### src/rtl/ans_ht_ltf_sequencer.sv
// ans_ht_ltf_sequencer
//   Drives the HT-LTF generator through one HT preamble. It issues 1..4 LTF
//   symbols back to back, each with its own obfuscation coefficient, and
//   frames the 80-sample symbols. The samples are forwarded as a
//   valid-qualified stream toward the dot11 TX mux.
//
// Ports
//   clk, rstn        system clock, asynchronous active-low reset
//   start            1-cycle request from the TX controller (sampled in IDLE)
//   num_ltf[2:0]     LTF count, latched at start (0 ignored, >4 clamped to 4)
//   coeff_base[127:0] obfuscation coefficient set, latched at start
//   gen_reset        active-high reset to the generator
//   gen_go           1-cycle letsgo pulse to the generator
//   gen_coeff[127:0] obf_coeff to the generator, held from kick to symbol end
//   gen_sample[31:0] generator sample {I16,Q16}
//   gen_started      generator first-sample flag
//   out_sample[31:0] registered sample to the TX mux
//   out_valid        out_sample qualifier
//   out_last         marks the final sample of the final LTF
//   ltf_idx[1:0]     index of the LTF whose samples are on out_sample
//   busy             high whenever the FSM is not idle
//   done             1-cycle pulse the cycle after out_last
//   err              1-cycle pulse when the generator never starts
//
// Configuration
//   ANS_HT_LTF_SEQ_ROTATE_EN  when defined, each LTF gets coeff_base rotated
//                             left by ltf_idx*COEFF_ROT bits. Otherwise every
//                             LTF gets coeff_base unchanged.

module ans_ht_ltf_sequencer #(
    parameter int SYM_LEN   = 80,
    parameter int GAP_CYC   = 2,
    parameter int TIMEOUT   = 255,
    parameter int COEFF_ROT = 32
) (
    input  logic         clk,
    input  logic         rstn,
    input  logic         start,
    input  logic [2:0]   num_ltf,
    input  logic [127:0] coeff_base,
    output logic         gen_reset,
    output logic         gen_go,
    output logic [127:0] gen_coeff,
    input  logic [31:0]  gen_sample,
    input  logic         gen_started,
    output logic [31:0]  out_sample,
    output logic         out_valid,
    output logic         out_last,
    output logic [1:0]   ltf_idx,
    output logic         busy,
    output logic         done,
    output logic         err
);

`ifdef ANS_HT_LTF_SEQ_ROTATE_EN
    localparam bit ROT_EN = 1'b1;
`else
    localparam bit ROT_EN = 1'b0;
`endif
    // A rotate step of zero makes the rotator a pass-through.
    localparam int ROT_STEP = ROT_EN ? COEFF_ROT : 0;
    localparam int SCNT_W   = $clog2(SYM_LEN);

    typedef enum logic [2:0] {
        S_IDLE, S_GRST, S_GAP, S_KICK, S_WAIT, S_STRM, S_DONE, S_ERR
    } state_t;

    state_t              state, state_nxt;
    logic [7:0]          cnt;       // GAP length, then cycles since gen_go
    logic [SCNT_W-1:0]   scnt;      // sample index within the current symbol
    logic [2:0]          n_ltf;     // clamped LTF count, 1..4
    logic [1:0]          cur_idx;   // LTF the FSM is working on
    logic [127:0]        coeff_q;
    logic [6:0]          rot_amt;
    logic [127:0]        rot_coeff;
    logic                accept, capture, gap_end, sym_end, last_ltf;

    assign accept   = (state == S_IDLE) && start && (num_ltf != 3'd0);
    assign capture  = ((state == S_WAIT) && gen_started) || (state == S_STRM);
    assign gap_end  = (cnt == 8'(GAP_CYC - 1));
    assign sym_end  = (scnt == SCNT_W'(SYM_LEN - 1));
    assign last_ltf = ({1'b0, cur_idx} == (n_ltf - 3'd1));
    assign busy     = (state != S_IDLE);

    // For a zero amount, the right shift by 128 yields zero, so the OR is a pass-through.
    always_comb begin
        rot_amt   = 7'((int'(cur_idx) * ROT_STEP) % 128);
        rot_coeff = (coeff_q << rot_amt) | (coeff_q >> (8'd128 - {1'b0, rot_amt}));
    end

    // NOTE: every output of this block gets a default before the case, so no
    // path through it can leave a value held (which would infer a latch).
    always_comb begin
        state_nxt = state;
        gen_reset = 1'b0;
        gen_go    = 1'b0;
        err       = 1'b0;
        case (state)
            S_IDLE: begin
                gen_reset = 1'b1;
                if (accept) state_nxt = S_GRST;
            end
            S_GRST: begin
                gen_reset = 1'b1;
                state_nxt = S_GAP;
            end
            S_GAP:  if (gap_end) state_nxt = S_KICK;
            S_KICK: begin
                gen_go    = 1'b1;
                state_nxt = S_WAIT;
            end
            S_WAIT: begin
                // A first sample arriving on the timeout cycle still wins.
                if (gen_started)                state_nxt = S_STRM;
                else if (cnt == 8'(TIMEOUT))    state_nxt = S_ERR;
            end
            S_STRM: if (sym_end) state_nxt = last_ltf ? S_DONE : S_GRST;
            S_DONE: begin
                gen_reset = 1'b1;
                state_nxt = S_IDLE;
            end
            S_ERR: begin
                gen_reset = 1'b1;
                err       = 1'b1;
                state_nxt = S_IDLE;
            end
            default: state_nxt = S_IDLE;
        endcase
    end

    // NOTE: all registered state uses non-blocking assignments. That way every
    // register samples the pre-edge values of the others, whatever the order
    // of the statements.
    always_ff @(posedge clk or negedge rstn) begin
        if (!rstn) begin
            state      <= S_IDLE;
            cnt        <= '0;
            scnt       <= '0;
            n_ltf      <= '0;
            cur_idx    <= '0;
            coeff_q    <= '0;
            gen_coeff  <= '0;
            out_sample <= '0;
            out_valid  <= 1'b0;
            out_last   <= 1'b0;
            ltf_idx    <= '0;
            done       <= 1'b0;
        end else begin
            state <= state_nxt;

            // Counts GAP cycles and then restarts at KICK. From there it counts
            // cycles since gen_go, so hitting TIMEOUT in WAIT lands ERR TIMEOUT+1
            // cycles after the kick.
            case (state)
                S_GAP:          cnt <= gap_end ? 8'd0 : cnt + 8'd1;
                S_KICK, S_WAIT: cnt <= cnt + 8'd1;
                default:        cnt <= 8'd0;
            endcase

            // Sample 0 is captured in WAIT, so STRM counts from 1.
            if ((state == S_WAIT) && gen_started)
                scnt <= SCNT_W'(1);
            else if (state == S_STRM)
                scnt <= sym_end ? '0 : scnt + SCNT_W'(1);

            if (accept) begin
                n_ltf   <= (num_ltf > 3'd4) ? 3'd4 : num_ltf;
                coeff_q <= coeff_base;
                cur_idx <= 2'd0;
            end else if ((state == S_STRM) && sym_end && !last_ltf) begin
                cur_idx <= cur_idx + 2'd1;
            end

            // Loaded on the way into KICK, so it is already valid during the gen_go cycle.
            if ((state == S_GAP) && gap_end) gen_coeff <= rot_coeff;

            out_valid <= capture;
            out_last  <= (state == S_STRM) && sym_end && last_ltf;
            if (capture) begin
                out_sample <= gen_sample;
                ltf_idx    <= cur_idx;
            end else if (accept) begin
                ltf_idx    <= 2'd0;
            end

            // Lags DONE by one cycle so it follows the registered out_last.
            done <= (state == S_DONE);
        end
    end

endmodule

### config.mk
export PLATFORM = sky130hd
export DESIGN_NAME = ans_ht_ltf_sequencer
export DESIGN_NICKNAME = d
export VERILOG_FILES = /design/src/rtl/ans_ht_ltf_sequencer.sv
export SDC_FILE = /design/constraint.sdc
export NUM_CORES = 1
export LEC_CHECK = 0
export ABC_CLOCK_PERIOD_IN_PS = 2800
export CAP_MARGIN = 25
export CORE_ASPECT_RATIO = 1.75
export CORE_UTILIZATION = 52
export CTS_CLUSTER_DIAMETER = 120
export CTS_CLUSTER_SIZE = 8
export DETAILED_ROUTE_END_ITERATION = 10
export HOLD_SLACK_MARGIN = 0.03
export PLACE_DENSITY = 0.91
export SLEW_MARGIN = 10
export SYNTH_ARGS = -nofsm -noshare
export SYNTH_HDL_FRONTEND = slang
export SYNTH_SLANG_ARGS = --single-unit
### constraint.sdc
create_clock -name clk -period 2.8 [get_ports clk]
set_input_delay 0.42 -clock clk [delete_from_list [all_inputs] [get_ports clk]]
set_output_delay 0.42 -clock clk [all_outputs]
set_load 0.1 [all_outputs]
==> qor.csv, run 1 <==
stage;metric;value;unit
global_route;grt_pass1_wl;47.0;mm
cts;numClockSinks;316;
critical_path;path_max_fanout;78;
cts;cts_made_buffers;45;
sta;hold_viol;0;
critical_path;end_kind;flip-flop;
yosys;synth_top_area_share;64.8;%
sta;period_share;79.8;%
cts;path_clk_slew;50;ps
cts;cts_buffer_depth;3;
sta;fin_setup_tns;0;ps
floorplan;io_pins;336;
sta;fmax;448;MHz
placed_design;gp_congestion;0.770;
sta;clock_skew;16.7;ps
yosys;synth.avg_cell_area;14.7;um2
detailed_routing;dr.pass1.iters;4;
critical_path;worstPathArrival;2630;ps
critical_path;startpoint_type;flip-flop;
cells_and_area;area_growth;36.7;%
yosys;synth.net_count;1000;
sta;setup_viol;0;
global_route;antenna_found_initial;1;
placed_design;dp.final_hpwl;19.9;mm
floorplan;row_count;73;
floorplan;start_util;53.4;%
global_route;grt_overflow;0;
detailed_routing;drc;0;
placed_design;place_area;0.0155;mm2
floorplan;die_h;205;um
flow_run;drv_cap;0;
sta;slew_violations;0;
yosys;synth_seq_cells;316;
yosys;syn_area;0.0122;mm2
cells_and_area;n_fill_cell;1408;
yosys;synth_flop_cell;dfrtp_1;
global_route;grt_max_degree;90;
yosys;ys_seq_area_share;64.8;%
yosys;ys_warn_count;0;
cells_and_area;seqCellArea;0.00791;mm2
yosys;synthCells;829;
yosys;synth_xor_area_share;0.790;%
cts;cts_tree;yes;
cts;htreeDepth;2;
detailed_routing;drt_iter0_markers;291;
critical_path;path_class;reg -> reg;
floorplan;die-area;0.0241;mm2
yosys;synthSimpleGateAreaFrac;5.80;%
floorplan;die_x;118;um
cts;clk_root_buffer_cell;clkbuf_16;
cts;cts_resized;0;
detailed_routing;routedWlPerCell;19.9;um
yosys;synthTopCellsByArea;dfrtp_1, mux2_2, nand2_1;
floorplan;design.core.area;0.0228;mm2
global_route;track_usage;25.1;%
sta;tightestPinTransition;706;ps
yosys;yosys.area_share.adder;0.410;%
yosys;yosysTopAreaCell;dfrtp_1;
sta;rsz0062_at_grt;false;
detailed_routing;totalWireLength;29.8;mm
detailed_routing;avgViaCountPerCell;5.36;
yosys;synth_compound_area_share;1.68;%
critical_path;r2r_slack;570;ps
sta;layout_min_cycle_time;2230;ps
run_status;status;finished clean;
sta;slew_headroom;53.0;%
cells_and_area;layout-drive-gt1-share;40.9;%
yosys;muxShareOfSynthArea;23.8;%
cells_and_area;layout.nets;1361;
global_route;grt_pass1_vias;9077;
detailed_routing;ant_nets;0;
cells_and_area;postLayoutCellArea;0.0167;mm2
placed_design;portBuffers;335;
yosys;synth_edf_count;0;
cts;clock_latency;540;ps
yosys;synth_cell_types;42;
yosys;synthArstFlopShare;100;%
yosys;synth_top_family_by_area;multiplexers;
detailed_routing;via_count;8009;
min_path;min_path_type;in -> reg;
cells_and_area;multi_input_area;0.00398;mm2
critical_path;required;3190;ps
## per-stage QoR
stage	cells	hold slack [ps]	util [%]	setup slack, ps
finish	1494	414	73.1	566
floorplan	829	124	-	207
detailed placement	1442	467	67.7	377
CTS	1492	387	73.0	558
global placement	1442	460	67.7	442
global route	1493	406	73.0	455
## layer usage
metal / global-route usage [%] / up-vias / routed length, um
met1: 26.1 / 4055 / 10300
met5: 0 / - / 0
met4: 14.2 / 0 / 1600
met3: 5.21 / 94 / 1470
li1: - / 3543 / -
met2: 46.7 / 317 / 16400
## worst paths after layout
check / from / cells after the start / endpoint
worst max-delay path: state[1] / 4 / coeff_q[12]
worst min-delay path: gen_sample[4] / 3 / out_sample[4]
worst max register to register: state[1] / 4 / coeff_q[12]
worst min register to register: out_sample[0] / 2 / out_sample[0]
max in group asynchronous: rstn / 3 / coeff_q[122]
min in group asynchronous: rstn / 2 / coeff_q[47]
## sequential cells by signal, indices dropped and copies added, names as in the netlist, 2 cells and up
signal	flops
state	3
gen_coeff	128
ltf_idx	2
scnt	7
cnt	8
out_sample	32
cur_idx	2
coeff_q	128
n_ltf	3
## Yosys cell counts, types with 3 or more instances
cell type / n
buf_6: 12
dfrtp_1: 316
inv_1: 7
nand2_1: 103
xor2_1: 6
mux2_2: 248
a21o_1: 3
nor3_1: 4
buf_2: 7
nand3_1: 10
nand3b_1: 3
nor2_1: 16
nand4_1: 4
xnor2_1: 5
ha_1: 4
o21ai_0: 15
mux2_1: 10
buf_4: 14
a21oi_1: 4
nand2b_1: 3
clkbuf_1: 4
and3_1: 5
## worst max-delay path, stage by stage, from the launching register on
cell	delay [ps]
dfrtp_1	510
nand2b_1	250
nor4_2	400
buf_12	360
mux2_1	440
## cells by family (layout without fill, tap and decap cells)
family	count (synthesis)	in the layout
mux	258	258
flops	316	316
fa+ha+maj	4	4
other cells	0	2
simple gates	159	159
compound gates	34	34
buf+inv	47	410
xor+xnor	11	11
## cells in the final DEF, fill, tap and decap left out, types with 3 or more instances in the layout
cell             synthesis  routed
clkbuf_16                0      47
xnor2_1                  5       5
o21ai_0                 15      15
mux2_1                  10      10
nand2b_1                 3       3
dfrtp_1                316     316
nand2_1                103     103
xor2_1                   6       6
mux2_2                 248     248
buf_4                   14     178
and3_1                   5       5
nand4_1                  4       4
nand3_1                 10      10
nor2_1                  16      16
nand3b_1                 3       3
a21o_1                   3       3
inv_1                    7       7
nor3_1                   4       4
a21oi_1                  4       4
ha_1                     4       4
clkdlybuf4s50_1          0     165
buf_12                   0       8
## cell type report
cell class / instances / area share (%)
Timing Repair Buffer: 353 / 19.0
Sequential cell: 316 / 47.4
Inverter: 8 / 0.180
Tap cell: 300 / 2.25
Clock inverter: 2 / 0.233
Multi-Input combinational cell: 466 / 23.8
Clock buffer: 47 / 7.05
Antenna cell: 2 / 0.0300
## what timing repair did
item                      CTS  global route
setup buffers               0             0
hold buffers                1             0
hold endpoints to repair   80             0
Power of run 1 is not shown: default switching activity piles up to over one toggle a cycle in this logic, so the estimate is an artifact.
==> run 2: changes to the inputs <==
--- a/config.mk
+++ b/config.mk
@@ -5,15 +5,15 @@
 export SDC_FILE = /design/constraint.sdc
 export NUM_CORES = 1
 export LEC_CHECK = 0
-export ABC_CLOCK_PERIOD_IN_PS = 2800
+export ABC_CLOCK_PERIOD_IN_PS = 2130
 export CAP_MARGIN = 25
 export CORE_ASPECT_RATIO = 1.75
-export CORE_UTILIZATION = 52
+export CORE_UTILIZATION = 48
 export CTS_CLUSTER_DIAMETER = 120
 export CTS_CLUSTER_SIZE = 8
 export DETAILED_ROUTE_END_ITERATION = 10
 export HOLD_SLACK_MARGIN = 0.03
-export PLACE_DENSITY = 0.91
+export PLACE_DENSITY = 0.85
 export SLEW_MARGIN = 10
 export SYNTH_ARGS = -nofsm -noshare
 export SYNTH_HDL_FRONTEND = slang
==> constraint.sdc (replaced) <==
create_clock -name clk -period 2.13 [get_ports clk]
set_input_delay 0.3195 -clock clk [delete_from_list [all_inputs] [get_ports clk]]
set_output_delay 0.3195 -clock clk [all_outputs]
set_load 0.1 [all_outputs]
==> qor.csv, run 2 (same netlist as run 1, synthesis figures left out) <==
stage;metric;value;unit;change
sta;fmax;486;MHz;
cells_and_area;layout_common_cells;dfrtp_1, mux2_2, buf_4;;
floorplan;io_pins;336;;unchanged
floorplan;start_util;49.2;%;-4.3 points
sta;hold_viol;0;;unchanged
placed_design;portBuffers;335;;unchanged
global_route;track_usage;22.6;%;-2.5 points
detailed_routing;via_count;7826;;-2.3%
cells_and_area;multi_input_area;0.00399;mm2;+0.41%
cts;numClockSinks;316;;unchanged
placed_design;pre_cts_slack;-63.8;ps;-441 ps
placed_design;gp_congestion;0.785;;+1.9%
critical_path;path_class;reg -> out;;
critical_path;path_cells;buf_4 > or3_1 > buf_12;;
sta;clock_skew;19.3;ps;+2.62 ps
sta;slew_violations;0;;unchanged
flow_run;drv_cap;0;;unchanged
floorplan;row_count;76;;+4.1%
run_status;status;finished clean;;
critical_path;startpoint_type;flip-flop;;
detailed_routing;avgViaCountPerCell;5.15;;-4.0%
global_route;grt_overflow;0;;unchanged
cells_and_area;top_regs;coeff_q x128, gen_coeff x128, out_sample x32;;
cells_and_area;post-route-util;68.2;%;-4.9 points
sta;setup_viol;0;;unchanged
critical_path;max_stage_delay;420;ps;-90 ps
cts;clk_root_buffer_cell;clkbuf_16;;
global_route;grt_pass1_wl;45.2;mm;-3.9%
critical_path;worstPathArrival;1740;ps;-890 ps
placed_design;dp.final_hpwl;20.3;mm;+2.4%
sta;tightestPinTransition;503;ps;-203 ps
cells_and_area;layout_commonest_cell;dfrtp_1;;
critical_path;end_kind;output pin;;
global_route;grt_pass1_vias;8888;;-2.1%
cells_and_area;layout-drive-gt1-share;42.0;%;+1.1 points
cts;htreeDepth;2;;unchanged
cells_and_area;seqCellArea;0.00791;mm2;about the same
detailed_routing;drc;0;;unchanged
detailed_routing;drt_iter0_markers;256;;-12%
sta;rsz0062_at_grt;false;;
critical_path;slowest_stage;or3_1;;
cts;path_clk_slew;50;ps;about the same
cts;cts_tree;yes;;
sta;period_share;96.7;%;
floorplan;die_h;213;um;+4.0%
detailed_routing;routedWlPerCell;18.9;um;-5.1%
floorplan;die-area;0.0261;mm2;+8.2%
cells_and_area;layout.nets;1376;;+1.1%
sta;fin_ws;71.2;ps;-495 ps
critical_path;required;1810;ps;-1380 ps
cts;cts_made_buffers;45;;unchanged
global_route;antenna_found_initial;1;;unchanged
cells_and_area;n_fill_cell;1705;;+21%
min_path;min_path_type;in -> async;;
cells_and_area;area_growth;38.7;%;
floorplan;die_x;123;um;+4.0%
cts;clock_latency;530;ps;about the same
detailed_routing;ant_nets;0;;unchanged
sta;worst_hold_slack;320;ps;-94.5 ps
detailed_routing;dr.pass1.iters;6;;+2
global_route;grt_max_degree;66;;-27%
detailed_routing;totalWireLength;28.8;mm;-3.4%
cts;cts_buffer_depth;3;;unchanged
sta;layout_min_cycle_time;2060;ps;
critical_path;critical-path-top-delay-family;simple AND/OR/NAND/NOR gates;;
floorplan;design.core.area;0.0248;mm2;+8.7%
critical_path;path_buf_inv;2;;+1
critical_path;path_max_fanout;5;;-94%
sta;slew_headroom;66.2;%;+13 points
## run 2: cell count changes in the layout (fill, tap and decap cells not counted), sizes merged
cell  previous run  this run
buf            187       202
## run 2: worst paths after layout
| kind | from | endpoint | slack (ps) | cells past startpoint |
|---|---|---|---|---|
| worst min-delay path | rstn | gen_coeff[53] | 320 | 2 |
| max in group asynchronous | rstn | state[0] | 1100 | 3 |
| worst max register to register | cnt[1] | gen_coeff[73] | 130 | 7 |
| min in group clk | gen_sample[18] | out_sample[18] | 320 | 3 |
| worst min register to register | out_sample[5] | out_sample[5] | 470 | 2 |
| worst max-delay path | state[1] | busy | 70 | 3 |
## run 2: per-layer routing
metal	wire length [um]	vias to the layer above	track usage (%)
li1	-	3580	-
met3	1550	68	4.91
met4	1340	0	12.6
met1	9750	3918	23.0
met5	0	-	0
met2	16100	260	41.9
## run 2: area by class of cell
class                      count  share of cell area, %
inverter                       8                  0.177
multi-input combinational    466                   23.6
clock inverter                 2                  0.229
timing repair buffer         368                   20.0
clock buffer                  47                   6.95
antenna                        2                 0.0296
sequential                   316                   46.7
tap                          312                   2.31
## run 2: timing repair
item                                    4_1_cts  5_1_grt
endpoints found under the setup margin        0        2
buffers inserted                              0        0
endpoints found under the hold margin        44        0
gates resized for setup                       0        2
hold buffers                                  1        0
## run 2: stage by stage
step / cells / cell area [um2] / TNS, ps
CTS: 1519 / 16900 / 0
global route: 1520 / 16900 / 0
floorplan: 829 / 12200 / 0
detailed placement: 1469 / 15700 / -4230
global placement: 1469 / 15700 / -1100
finish: 1521 / 16900 / 0
Power of run 2 is left out for the same reason.
==> run 3: changes to the inputs <==
--- a/config.mk
+++ b/config.mk
@@ -5,6 +5,7 @@
 export SDC_FILE = /design/constraint.sdc
 export NUM_CORES = 1
 export LEC_CHECK = 0
+export ABC_AREA = 1
 export ABC_CLOCK_PERIOD_IN_PS = 2130
 export CAP_MARGIN = 25
 export CORE_ASPECT_RATIO = 1.75
==> qor.csv, run 3 <==
stage;metric;value;unit;change
cts;cts_tree;yes;;
cells_and_area;layout_common_cells;nand2_1, dfrtp_1, buf_4;;
critical_path;path_max_fanout;8;;+3
detailed_routing;drt_iter0_markers;488;;+91%
global_route;antenna_found_initial;1;;unchanged
cts;cts_resized;0;;unchanged
floorplan;die_x;123;um;+0.34%
global_route;grt_overflow;0;;unchanged
cts;cts_made_buffers;45;;unchanged
detailed_routing;routedWlPerCell;16.3;um;-14%
sta;layout_min_cycle_time;2010;ps;-53.0 ps
flow_run;drv_cap;0;;unchanged
critical_path;r2r_slack;310;ps;+180 ps
yosys;synth_commonest_cells;nand2_1, dfrtp_1, inv_1, o21ai_0, o21ai_1;;
yosys;synth_flop_cell;dfrtp_1;;
detailed_routing;avgViaCountPerCell;5.07;;-1.6%
detailed_routing;totalWireLength;32.6;mm;+13%
floorplan;row_count;77;;+1.3%
cts;path_clk_slew;50;ps;about the same
sta;rsz0062_at_grt;false;;
cells_and_area;layout_commonest_cell;nand2_1;;
global_route;grt_pass1_wl;51.6;mm;+14%
yosys;synthCells;1333;;+61%
global_route;grt_pass1_vias;10533;;+19%
sta;fin_setup_tns;0;ps;unchanged
cells_and_area;layout-drive-gt1-share;15.4;%;-27 points
cts;clk_root_buffer_cell;clkbuf_16;;
critical_path;startpoint_type;flip-flop;;
detailed_routing;ant_nets;0;;unchanged
floorplan;io_pins;336;;unchanged
yosys;synth.net_count;1504;;+50%
placed_design;gp_congestion;0.833;;+6.1%
cts;cts_buffer_depth;3;;unchanged
placed_design;dp.final_hpwl;21.9;mm;+7.6%
critical_path;slowest_stage;dfrtp_1;;
cells_and_area;top_regs;coeff_q x128, gen_coeff x128, out_sample x32;;
yosys;synthTopCellsByArea;dfrtp_1, nand2_1, o21ai_0;;
yosys;yosysTopAreaCell;dfrtp_1;;
yosys;ys_warn_count;0;;unchanged
sta;period_share;94.2;%;-2.5 points
detailed_routing;drc;0;;unchanged
sta;setup_viol;0;;unchanged
detailed_routing;met1_length;11.3;mm;+16%
yosys;ys_seq_area_share;64.4;%;-0.45 points
critical_path;r2r_start;state[0];;
detailed_routing;highest_layer;met4;;
yosys;synth_cell_types;27;;-36%
global_route;grt_max_degree;72;;+9.1%
critical_path;path_class;reg -> out;;
floorplan;die-area;0.0263;mm2;+0.69%
floorplan;design.core.area;0.0252;mm2;+1.7%
floorplan;die_h;214;um;+0.35%
cells_and_area;area_growth;38.1;%;
min_path;min_path_type;in -> reg;;
yosys;synth.avg_cell_area;9.22;um2;-37%
sta;slew_headroom;62.4;%;-3.8 points
yosys;synth_edf_count;0;;unchanged
critical_path;crit_start;state[2];;
critical_path;worstReg2RegEnd;gen_coeff[30];;
detailed_routing;dr.pass1.iters;5;;-1
yosys;synthArstFlopShare;100;%;unchanged
critical_path;max_stage_delay;500;ps;+80 ps
cts;htreeDepth;2;;unchanged
sta;fmax;499;MHz;+2.6%
global_route;track_usage;25.4;%;+2.8 points
floorplan;start_util;48.7;%;-0.49 points
placed_design;portBuffers;335;;unchanged
sta;clock_skew;16.5;ps;-2.82 ps
detailed_routing;met3_length;2.14;mm;+38%
detailed_routing;wl_met2;17.1;mm;+6.1%
yosys;yosysMostFrequentCell;nand2_1;;
sta;tightestPinTransition;562;ps;+59.0 ps
cts;numClockSinks;316;;unchanged
critical_path;required;1810;ps;about the same
cells_and_area;layout.nets;1847;;+34%
critical_path;path_cells;inv_1 > nand2_2 > nand3_2 > buf_12;;
critical_path;end_kind;output pin;;
sta;slew_violations;0;;unchanged
yosys;synth_seq_cells;316;;unchanged
critical_path;reg2regPathDepth;5;;-2
cts;clock_latency;540;ps;about the same
critical_path;worstPathArrival;1690;ps;-50 ps
sta;hold_viol;0;;unchanged
min_path;hp-start;coeff_base[4];;
yosys;synth_top_area_share;64.4;%;-0.45 points
detailed_routing;via_count;10110;;+29%
yosys;syn_area;0.0123;mm2;+0.70%
critical_path;crit_end;gen_reset;;
run_status;status;finished clean;;
## run 3: cell count changes after synthesis, moves of 15 or more
cell / previous run / this run
nor2_1: 16 / 31
o21ai_1: 1 / 80
nand2_1: 103 / 533
buf_2: 7 / 38
mux2_2: 248 / 0
nand3_1: 10 / 59
o21ai_0: 15 / 97
inv_1: 7 / 110
## run 3: logic make-up (layout without fill, tap and decap cells)
logic type	Yosys count	count (layout)	synth area share, %
flip-flops	316	316	64.4
AND/OR/NAND/NOR	635	635	20.3
AO/OA/AOI/OAI	189	189	7.83
buffers and inverters	182	527	6.62
XOR/XNOR	7	7	0.499
other	0	2	0
adder cells (fa/ha/maj)	4	4	0.407
## run 3: worst min path at each step
| stage | depth (start not counted) | slack [ps] | end |
|---|---|---|---|
| after global placement | 1 | 320 | gen_coeff[87] |
| final | 3 | 320 | coeff_q[4] |
| after detailed placement | 1 | 330 | gen_coeff[87] |
| after floorplan | 0 | 20 | cnt[0] |
| after global routing | 3 | 330 | out_sample[23] |
| after CTS | 3 | 290 | out_sample[0] |
## run 3: critical path: cells and delay by family (launching register included)
| family | cells | cell delay (ps) |
|---|---|---|
| DFF | 1 | 500 |
| buffers and inverters | 2 | 310 |
| and+or+nand+nor | 2 | 330 |
## run 3: cell type report
| class | instances | area (um2) |
|---|---|---|
| tap | 316 | 395 |
| inverter | 113 | 424 |
| multi-input combinational | 835 | 3600 |
| antenna | 2 | 5.00 |
| timing repair buffer | 365 | 3410 |
| clock buffer | 47 | 1180 |
| clock inverter | 2 | 38.8 |
| sequential | 316 | 7910 |
| fill | 1859 | 8280 |
## run 3: what timing repair did
action	in CTS	in global routing
setup buffers	0	0
hold buffers	1	0
hold endpoints to repair	59	0
## run 3: metrics by stage
stage	instances	setup WS [ps]	cell area [um2]	util (%)	hold slack (ps)
after global placement	1944	259	15700	62.3	320
after floorplan	1333	19.2	12300	-	23.9
after global routing	1995	46.6	17000	67.2	327
final	1996	124	17000	67.2	317
after CTS	1994	92.0	17000	67.2	291
after detailed placement	1944	191	15700	62.3	330
## run 3: routing by layer
metal  track usage [%]  vias up
li1                  -     4808
met1              26.7     4801
met3              5.96      123
met2              44.7      378
met4              16.9        0
met5                 0        -
Power of run 3 is left out for the same reason.
